==> src/rtl/fetch_sequencer.sv <==
// Instruction-fetch controller: owns the PC, captures code words into an
// instruction register and hands them to decode over valid/ready.
module fetch_sequencer #(
  parameter int         ADDR_W  = 6,
  parameter int         CODE_W  = 23,
  parameter logic [2:0] HALT_OP = 3'b111
) (
  input  logic              clk,
  input  logic              rst_n,
  input  logic              start,
  input  logic              redirect_valid,
  input  logic [ADDR_W-1:0] redirect_addr,
  output logic [ADDR_W-1:0] im_addr,
  input  logic [CODE_W-1:0] im_code,
  output logic              ir_valid,
  input  logic              ir_ready,
  output logic [CODE_W-1:0] ir_data,
  output logic [ADDR_W-1:0] ir_pc,
  output logic              busy,
  output logic              halted
);

  typedef enum logic [1:0] {
    IDLE  = 2'd0,
    FETCH = 2'd1,
    HALT  = 2'd2
  } state_t;

  localparam logic [ADDR_W-1:0] PC_ONE = {{(ADDR_W-1){1'b0}}, 1'b1};

  function automatic logic [2:0] opcode_of(input logic [CODE_W-1:0] code);
    return code[16:14];
  endfunction

  state_t              state_r, state_n;
  logic [ADDR_W-1:0]   pc_r, pc_n;
  logic                ir_valid_r, ir_valid_n;
  logic [CODE_W-1:0]   ir_data_r, ir_data_n;
  logic [ADDR_W-1:0]   ir_pc_r, ir_pc_n;
  logic                busy_r, halted_r;
  logic                slot_free_s, xfer_s;

  assign slot_free_s = !ir_valid_r || ir_ready;
  assign xfer_s      = ir_valid_r && ir_ready;

  // Next-state, PC and instruction-register update rules.
  always_comb begin
    state_n    = state_r;
    pc_n       = pc_r;
    ir_valid_n = ir_valid_r;
    ir_data_n  = ir_data_r;
    ir_pc_n    = ir_pc_r;
    case (state_r)
      IDLE: begin
        // start and redirect may coincide; both take effect.
        if (redirect_valid) pc_n = redirect_addr;
        else                pc_n = pc_r;
        if (start) state_n = FETCH;
        else       state_n = IDLE;
      end
      FETCH: begin
        if (redirect_valid) begin
          pc_n       = redirect_addr;
          ir_valid_n = 1'b0;
        end else if (slot_free_s) begin
          ir_data_n  = im_code;
          ir_pc_n    = pc_r;
          ir_valid_n = 1'b1;
          // The halt word is delivered but the PC parks on it.
          if (opcode_of(im_code) == HALT_OP) state_n = HALT;
          else                               pc_n    = pc_r + PC_ONE;
        end else begin
          ir_valid_n = ir_valid_r;
        end
      end
      HALT: begin
        if (redirect_valid) begin
          pc_n       = redirect_addr;
          ir_valid_n = 1'b0;
          state_n    = FETCH;
        end else if (xfer_s) begin
          ir_valid_n = 1'b0;
        end else begin
          ir_valid_n = ir_valid_r;
        end
      end
      default: begin
        state_n    = IDLE;
        ir_valid_n = 1'b0;
      end
    endcase
  end

  // State, PC, instruction register and status flags.
  always_ff @(posedge clk or negedge rst_n) begin
    if (!rst_n) begin
      state_r    <= IDLE;
      pc_r       <= {ADDR_W{1'b0}};
      ir_valid_r <= 1'b0;
      ir_data_r  <= {CODE_W{1'b0}};
      ir_pc_r    <= {ADDR_W{1'b0}};
      busy_r     <= 1'b0;
      halted_r   <= 1'b0;
    end else begin
      state_r    <= state_n;
      pc_r       <= pc_n;
      ir_valid_r <= ir_valid_n;
      ir_data_r  <= ir_data_n;
      ir_pc_r    <= ir_pc_n;
      busy_r     <= (state_n == FETCH);
      halted_r   <= (state_n == HALT);
    end
  end

  assign im_addr  = pc_r;
  assign ir_valid = ir_valid_r;
  assign ir_data  = ir_data_r;
  assign ir_pc    = ir_pc_r;
  assign busy     = busy_r;
  assign halted   = halted_r;

endmodule

==> config.mk <==
export PLATFORM = sky130hd
export DESIGN_NAME = fetch_sequencer
export DESIGN_NICKNAME = d
export VERILOG_FILES = /design/src/rtl/fetch_sequencer.sv
export SDC_FILE = /design/constraint.sdc
export NUM_CORES = 1
export LEC_CHECK = 0
export ABC_AREA = 0
export CAP_MARGIN = 20
export CORE_ASPECT_RATIO = 0.9
export CORE_UTILIZATION = 35
export DETAILED_ROUTE_END_ITERATION = 16
export GPL_TIMING_DRIVEN = 0
export PLACE_DENSITY = 0.73
export SYNTH_ARGS = -nofsm -noshare
export SYNTH_HDL_FRONTEND = slang
export SYNTH_SLANG_ARGS = --single-unit
==> constraint.sdc <==
create_clock -name clk -period 1.95 [get_ports clk]
set_clock_uncertainty 0.15 [all_clocks]
set_input_delay 0.4875 -clock clk [delete_from_list [all_inputs] [get_ports clk]]
set_output_delay 0.4875 -clock clk [all_outputs]
set_load 0.02 [all_outputs]
==> results of run 1 <==
cells by family (layout without fill, tap and decap cells):
| group | after synthesis | after routing |
|---|---|---|
| DFF | 40 | 40 |
| muxes | 30 | 30 |
| AOI/OAI and AO/OA | 25 | 25 |
| and+or+nand+nor | 23 | 23 |
| buffers and inverters | 8 | 87 |
| adders and majority gates | 1 | 1 |
sequential cells by signal, indices dropped and copies added (netlist names):
name,count
busy,1
state_r,2
im_addr,6
halted,1
ir_pc,6
ir_valid,1
ir_data,23
timing repair:
item | 4_1_cts | 5_1_grt
buffers inserted | 1 | 0
setup endpoints to repair | 32 | 21
pin swaps | 1 | 1
resized for setup | 15 | 2
power breakdown:
part	total (mW)	switching [mW]	internal, mW
clock network	0.546	0.258	0.288
logic	1.18	0.537	0.643
registers	1.19	0.141	1.04
routing by layer:
metal / routed length [µm] / part of all wire [%] / vias up / global-route usage (%)
met4: 42 / 1.2 / 0 / 5.56
li1: - / - / 620 / -
met2: 1590 / 45 / 54 / 23.9
met3: 360 / 10 / 5 / 6.48
met1: 1570 / 44 / 608 / 17.1
met5: 0 / 0 / - / 0
path summary, 6_finish.rpt:
path | from | end | slack (ps)
setup / recovery | ir_ready | ir_pc[2] | 50
hold / removal | rst_n | ir_data[8] | 170
setup reg to reg | state_r[0] | ir_pc[2] | 310
hold reg to reg | ir_data[3] | ir_data[3] | 360
max in group asynchronous | rst_n | ir_data[16] | 930
min in group clk | ir_data[3] | ir_data[3] | 360
final cells by class:
type                    instances  area, µm²  area share, %
repair buffers                 71        709           26.9
plain buffers                   7       60.1           2.28
clock buffers                   8       90.1           3.42
inverters                       1       3.75          0.142
well taps                      62       77.6           2.94
flip-flops and latches         40       1000           38.0
multi-input cells              79        694           26.3
critical path, stage by stage:
cell and delay (ps):
clkdlybuf4s50_1 460, nand2b_4 150, nand2_2 80, nor3_4 150
buf_6 140, buf_12 120, mux2_2 330
cell usage in the layout, fill, tap and decap left out, types with 2 or more instances in the layout:
master and instances:
nand2_1 3, buf_4 2, dfrtp_1 40, nor2_1 4
mux2_4 10, buf_12 2, nor3_1 3, o21ai_0 8
nand3_1 3, clkbuf_8 6, o31ai_1 4, clkbuf_1 3
buf_2 3, a211oi_1 2, mux2_2 19, a21oi_1 5
dlygate4sd2_1 7, clkdlybuf4s50_1 61
per-stage QoR:
stage               instance area [µm²]  util [%]  std cells  setup slack [ps]  hold WS (ps)
finish                             2640      57.6        268              47.4           170
global route                       2640      57.6        268              9.76           236
CTS                                2630      57.4        268              10.3           192
detailed placement                 2490      54.3        259              -432           342
global placement                   2490      54.4        259              -745           338
floorplan                          1710         -        127               207          41.9
==> impl_metrics.toml, run 1 <==
[worst_setup_path]
path_max_fanout = 9
worstSetupPathType = "in2reg"
worstPathRequired_ps = 1970
reg2reg_depth = 5
worstPathArrival_ps = 1920
cp-end-kind = "flip-flop"
startpoint_type = "primary input"

[clock_network]
cts_tree = "done"
h-tree-depth = 2
clock_latency_ps = 280
clock_sinks = 40
root_buffer = "clkbuf_8"
cts_buffer_depth = 2
clkTransAtPathRegs_ps = 70
cts-buffers-inserted = 5
cts_hold_buffers = 0

[synth]
synth-seq-cells = 40
ys_seq_area_share_pct = 58.4
synthXorXnorAreaFrac_pct = 0
synth_edf_count = 0
async_reset_ff_share_pct = 100
synth_top_cell_area_share_pct = 58.4
synth_compound_area_share_pct = 9.06
synth_area_leaders = "dfrtp_1, mux2_2, mux2_4"
yosysMostFrequentCell = "dfrtp_1"
synthMuxAreaShare_pct = 21.8
ys_warn_count = 0
synthesis.nets = 162
ys.flop_type = "dfrtp_1"
synth_area_leader_cell = "dfrtp_1"
synth_simple_gate_area_share_pct = 7.09
synth_commonest_cells = "dfrtp_1, mux2_2, mux2_4"
synthAdderAreaFrac_pct = 0.730
syn_avg_cell_area_um2 = 13.5
synth_top_family_by_area = "multiplexers"
netlist_area_um2 = 1710
postSynthCellCount = 127
ys_types = 31

[floorplan]
die_x_um = 75.7
start_util_pct = 37.4
dieHeight_um = 68.4
ios = 72
die_area_um2 = 5180
coreArea_um2 = 4580
rows = 23

[timing]
setup_viol = 0
hold_violations = 0
relSlewSlack_pct = 41.6
finalSetupTns_ps = 0
fin_crit_sh_pct = 97.6
fin_crit_ps = 1900
drv_slew = 0
clock.fmax_ghz = 0.526
worstMarginPinSlew_ps = 876
rsz0062_at_grt = "false"

[routing]
routed_wl_um = 3560
avgRoutedWirePerCell_um = 13.3
drt_iter0_drc = 27
vias_per_cell = 4.80
ant_nets = 0
num_vias = 1287
firstDrtPassIters = 4
drc = 0

[power]
power.total_mw = 2.91
ir_worst_vdd_uv = 436
power_density_nw_per_um2 = 1100
p_leak_nw = 1.13

[flow_run]
cap_violations = 0

[outcome]
status = "complete, no violations"

[finish]
antenna_cells = 0
drive_gt1_share_pct = 22.8
syn2layout_area_growth_pct = 53.9
final_nets = 240
fillers = 359

[grt]
grt_pass1_wl_um = 5560
overflow = 0
antenna_found_initial = 0
grt_max_degree = 41
grt_usage_pct = 14.7
grt_pass1_vias = 1218

[placed_design]
place_congestion = 0.779
port-buffer-count = 70
dp_hpwl_um = 2610

[min_path]
hold_path_class = "in2async"
Power figures use the tool's default switching activity.
==> inputs of run 2 (changes only) <==
--- a/config.mk
+++ b/config.mk
@@ -11,7 +11,7 @@
 export CORE_UTILIZATION = 35
 export DETAILED_ROUTE_END_ITERATION = 16
 export GPL_TIMING_DRIVEN = 0
-export PLACE_DENSITY = 0.73
+export PLACE_DENSITY_LB_ADDON = 0.05
 export SYNTH_ARGS = -nofsm -noshare
 export SYNTH_HDL_FRONTEND = slang
 export SYNTH_SLANG_ARGS = --single-unit
==> run 2 against run 1 <==
- hold slack about the same
- largest cell class unchanged
- die area unchanged
- critical path depth down 6
- clock power down 3.8%
- non-clock buffer count up 1
- first-iteration DRC count up 37%
==> impl_metrics.toml, run 2 (same netlist as run 1, synthesis figures left out) <==
[outcome]
status = "complete, no violations"

[timing]
setup_viol = 0
fin_crit_ps = 1900
relSlewSlack_pct = 40.0
clock.fmax_ghz = 0.527
hold_violations = 0
finalSetupTns_ps = 0
drv_slew = 0
setup_slack_ps = 52.7
worstMarginPinSlew_ps = 900
fin_crit_sh_pct = 97.3

[placed_design]
port-buffer-count = 70
place_congestion = 0.758
dp_hpwl_um = 2750
dp_slack_ps = -461

[finish]
final_common_cell = "clkdlybuf4s50_1"
fillers = 382
syn2layout_area_growth_pct = 56.2
antenna_cells = 0
multiInputGateArea_um2 = 714
final_nets = 241
largest_register_ffs = 23
seq_area_um2 = 1000
utilization_pct = 58.5
drive_gt1_share_pct = 23.3
final_cell_mix = "clkdlybuf4s50_1, dfrtp_1, mux2_2, mux2_4, o21ai_0"

[clock_network]
cts_hold_buffers = 0
clock_latency_ps = 290
cts-buffers-inserted = 5
clock_sinks = 40
cts_tree = "done"
root_buffer = "clkbuf_8"
h-tree-depth = 2
cts_buffer_depth = 2
clkTransAtPathRegs_ps = 80

[floorplan]
die_x_um = 75.7
dieHeight_um = 68.4
rows = 23
die_area_um2 = 5180
start_util_pct = 37.4
coreArea_um2 = 4580
ios = 72

[grt]
grt_usage_pct = 16.7
antenna_found_initial = 0
grt_pass1_wl_um = 6190
grt_pass1_vias = 1304
overflow = 0
grt_max_degree = 41

[routing]
drc = 0
num_vias = 1307
avgRoutedWirePerCell_um = 15.0
routed_wl_um = 4020
drt_iter0_drc = 37
vias_per_cell = 4.88
firstDrtPassIters = 4
ant_nets = 0

[worst_setup_path]
r2r-end = "ir_data[2]"
worstPathArrival_ps = 1260
reg2reg_depth = 5
worstSetupPathType = "reg2out"
crit_family = "buffers and inverters"
startpoint_type = "flip-flop"
cp-end-kind = "primary output"
path_cells = "clkdlybuf4s50_1"
r2r_start = "state_r[0]"
r2r_slack_ps = 240
max_stage_delay_ps = 620
path_max_fanout = 2
cp_num_buf_inv = 1
worstPathRequired_ps = 1310
cp_slowest_cell = "clkdlybuf4s50_1"

[flow_run]
cap_violations = 0

[power]
power.total_mw = 2.93
p_leak_nw = 1.18
ir_worst_vdd_uv = 661
power_density_nw_per_um2 = 1100

[min_path]
hold_path_class = "in2async"
==> run 2: cell type report <==
type	count	share of cell area, %
Clock inverter	1	0.187
Tap cell	62	2.90
Inverter	1	0.140
Buffer	7	2.24
Multi-Input combinational cell	79	26.7
Sequential cell	40	37.4
Clock buffer	6	2.71
Timing Repair Buffer	72	27.7
==> run 2: per-stage QoR <==
stage	hold WS (ps)	instance area, µm²	instances
global route	228	2680	268
CTS	198	2630	267
detailed placement	345	2490	259
finish	170	2680	268
floorplan	41.9	1710	127
global placement	338	2490	259
==> run 2: where the power goes <==
part | total [mW] | switching (mW) | internal (mW)
sequential | 1.19 | 0.148 | 1.04
combinational | 1.22 | 0.549 | 0.668
clock | 0.525 | 0.282 | 0.243
==> run 2: how the worst max path moves through the flow <==
stage	cells after the start	slack, ps	start	end
2_1_floorplan	6	210	ir_ready	ir_data[14]
3_3_place_gp	1	-740	rst_n	ir_pc[0]
3_5_place_dp	7	-460	ir_ready	ir_data[21]
4_1_cts	7	-1	ir_ready	ir_pc[2]
5_1_grt	1	-9	ir_pc[2]	ir_pc[2]
6_report	1	50	ir_pc[4]	ir_pc[4]
==> run 2: timing repair <==
action | in CTS | in global routing
buffers inserted | 1 | 0
gates cloned | 0 | 1
endpoints found under the setup margin | 32 | 38
pin swaps | 1 | 1
resized for setup | 19 | 6
==> run 2: per-layer routing <==
metal  track usage (%)  vias up  wire [µm]
met5                 0        -          0
met4              8.33        0         74
met3              4.42        7        217
met2              25.7       48       1880
met1              21.7      631       1840
li1                  -      621          -
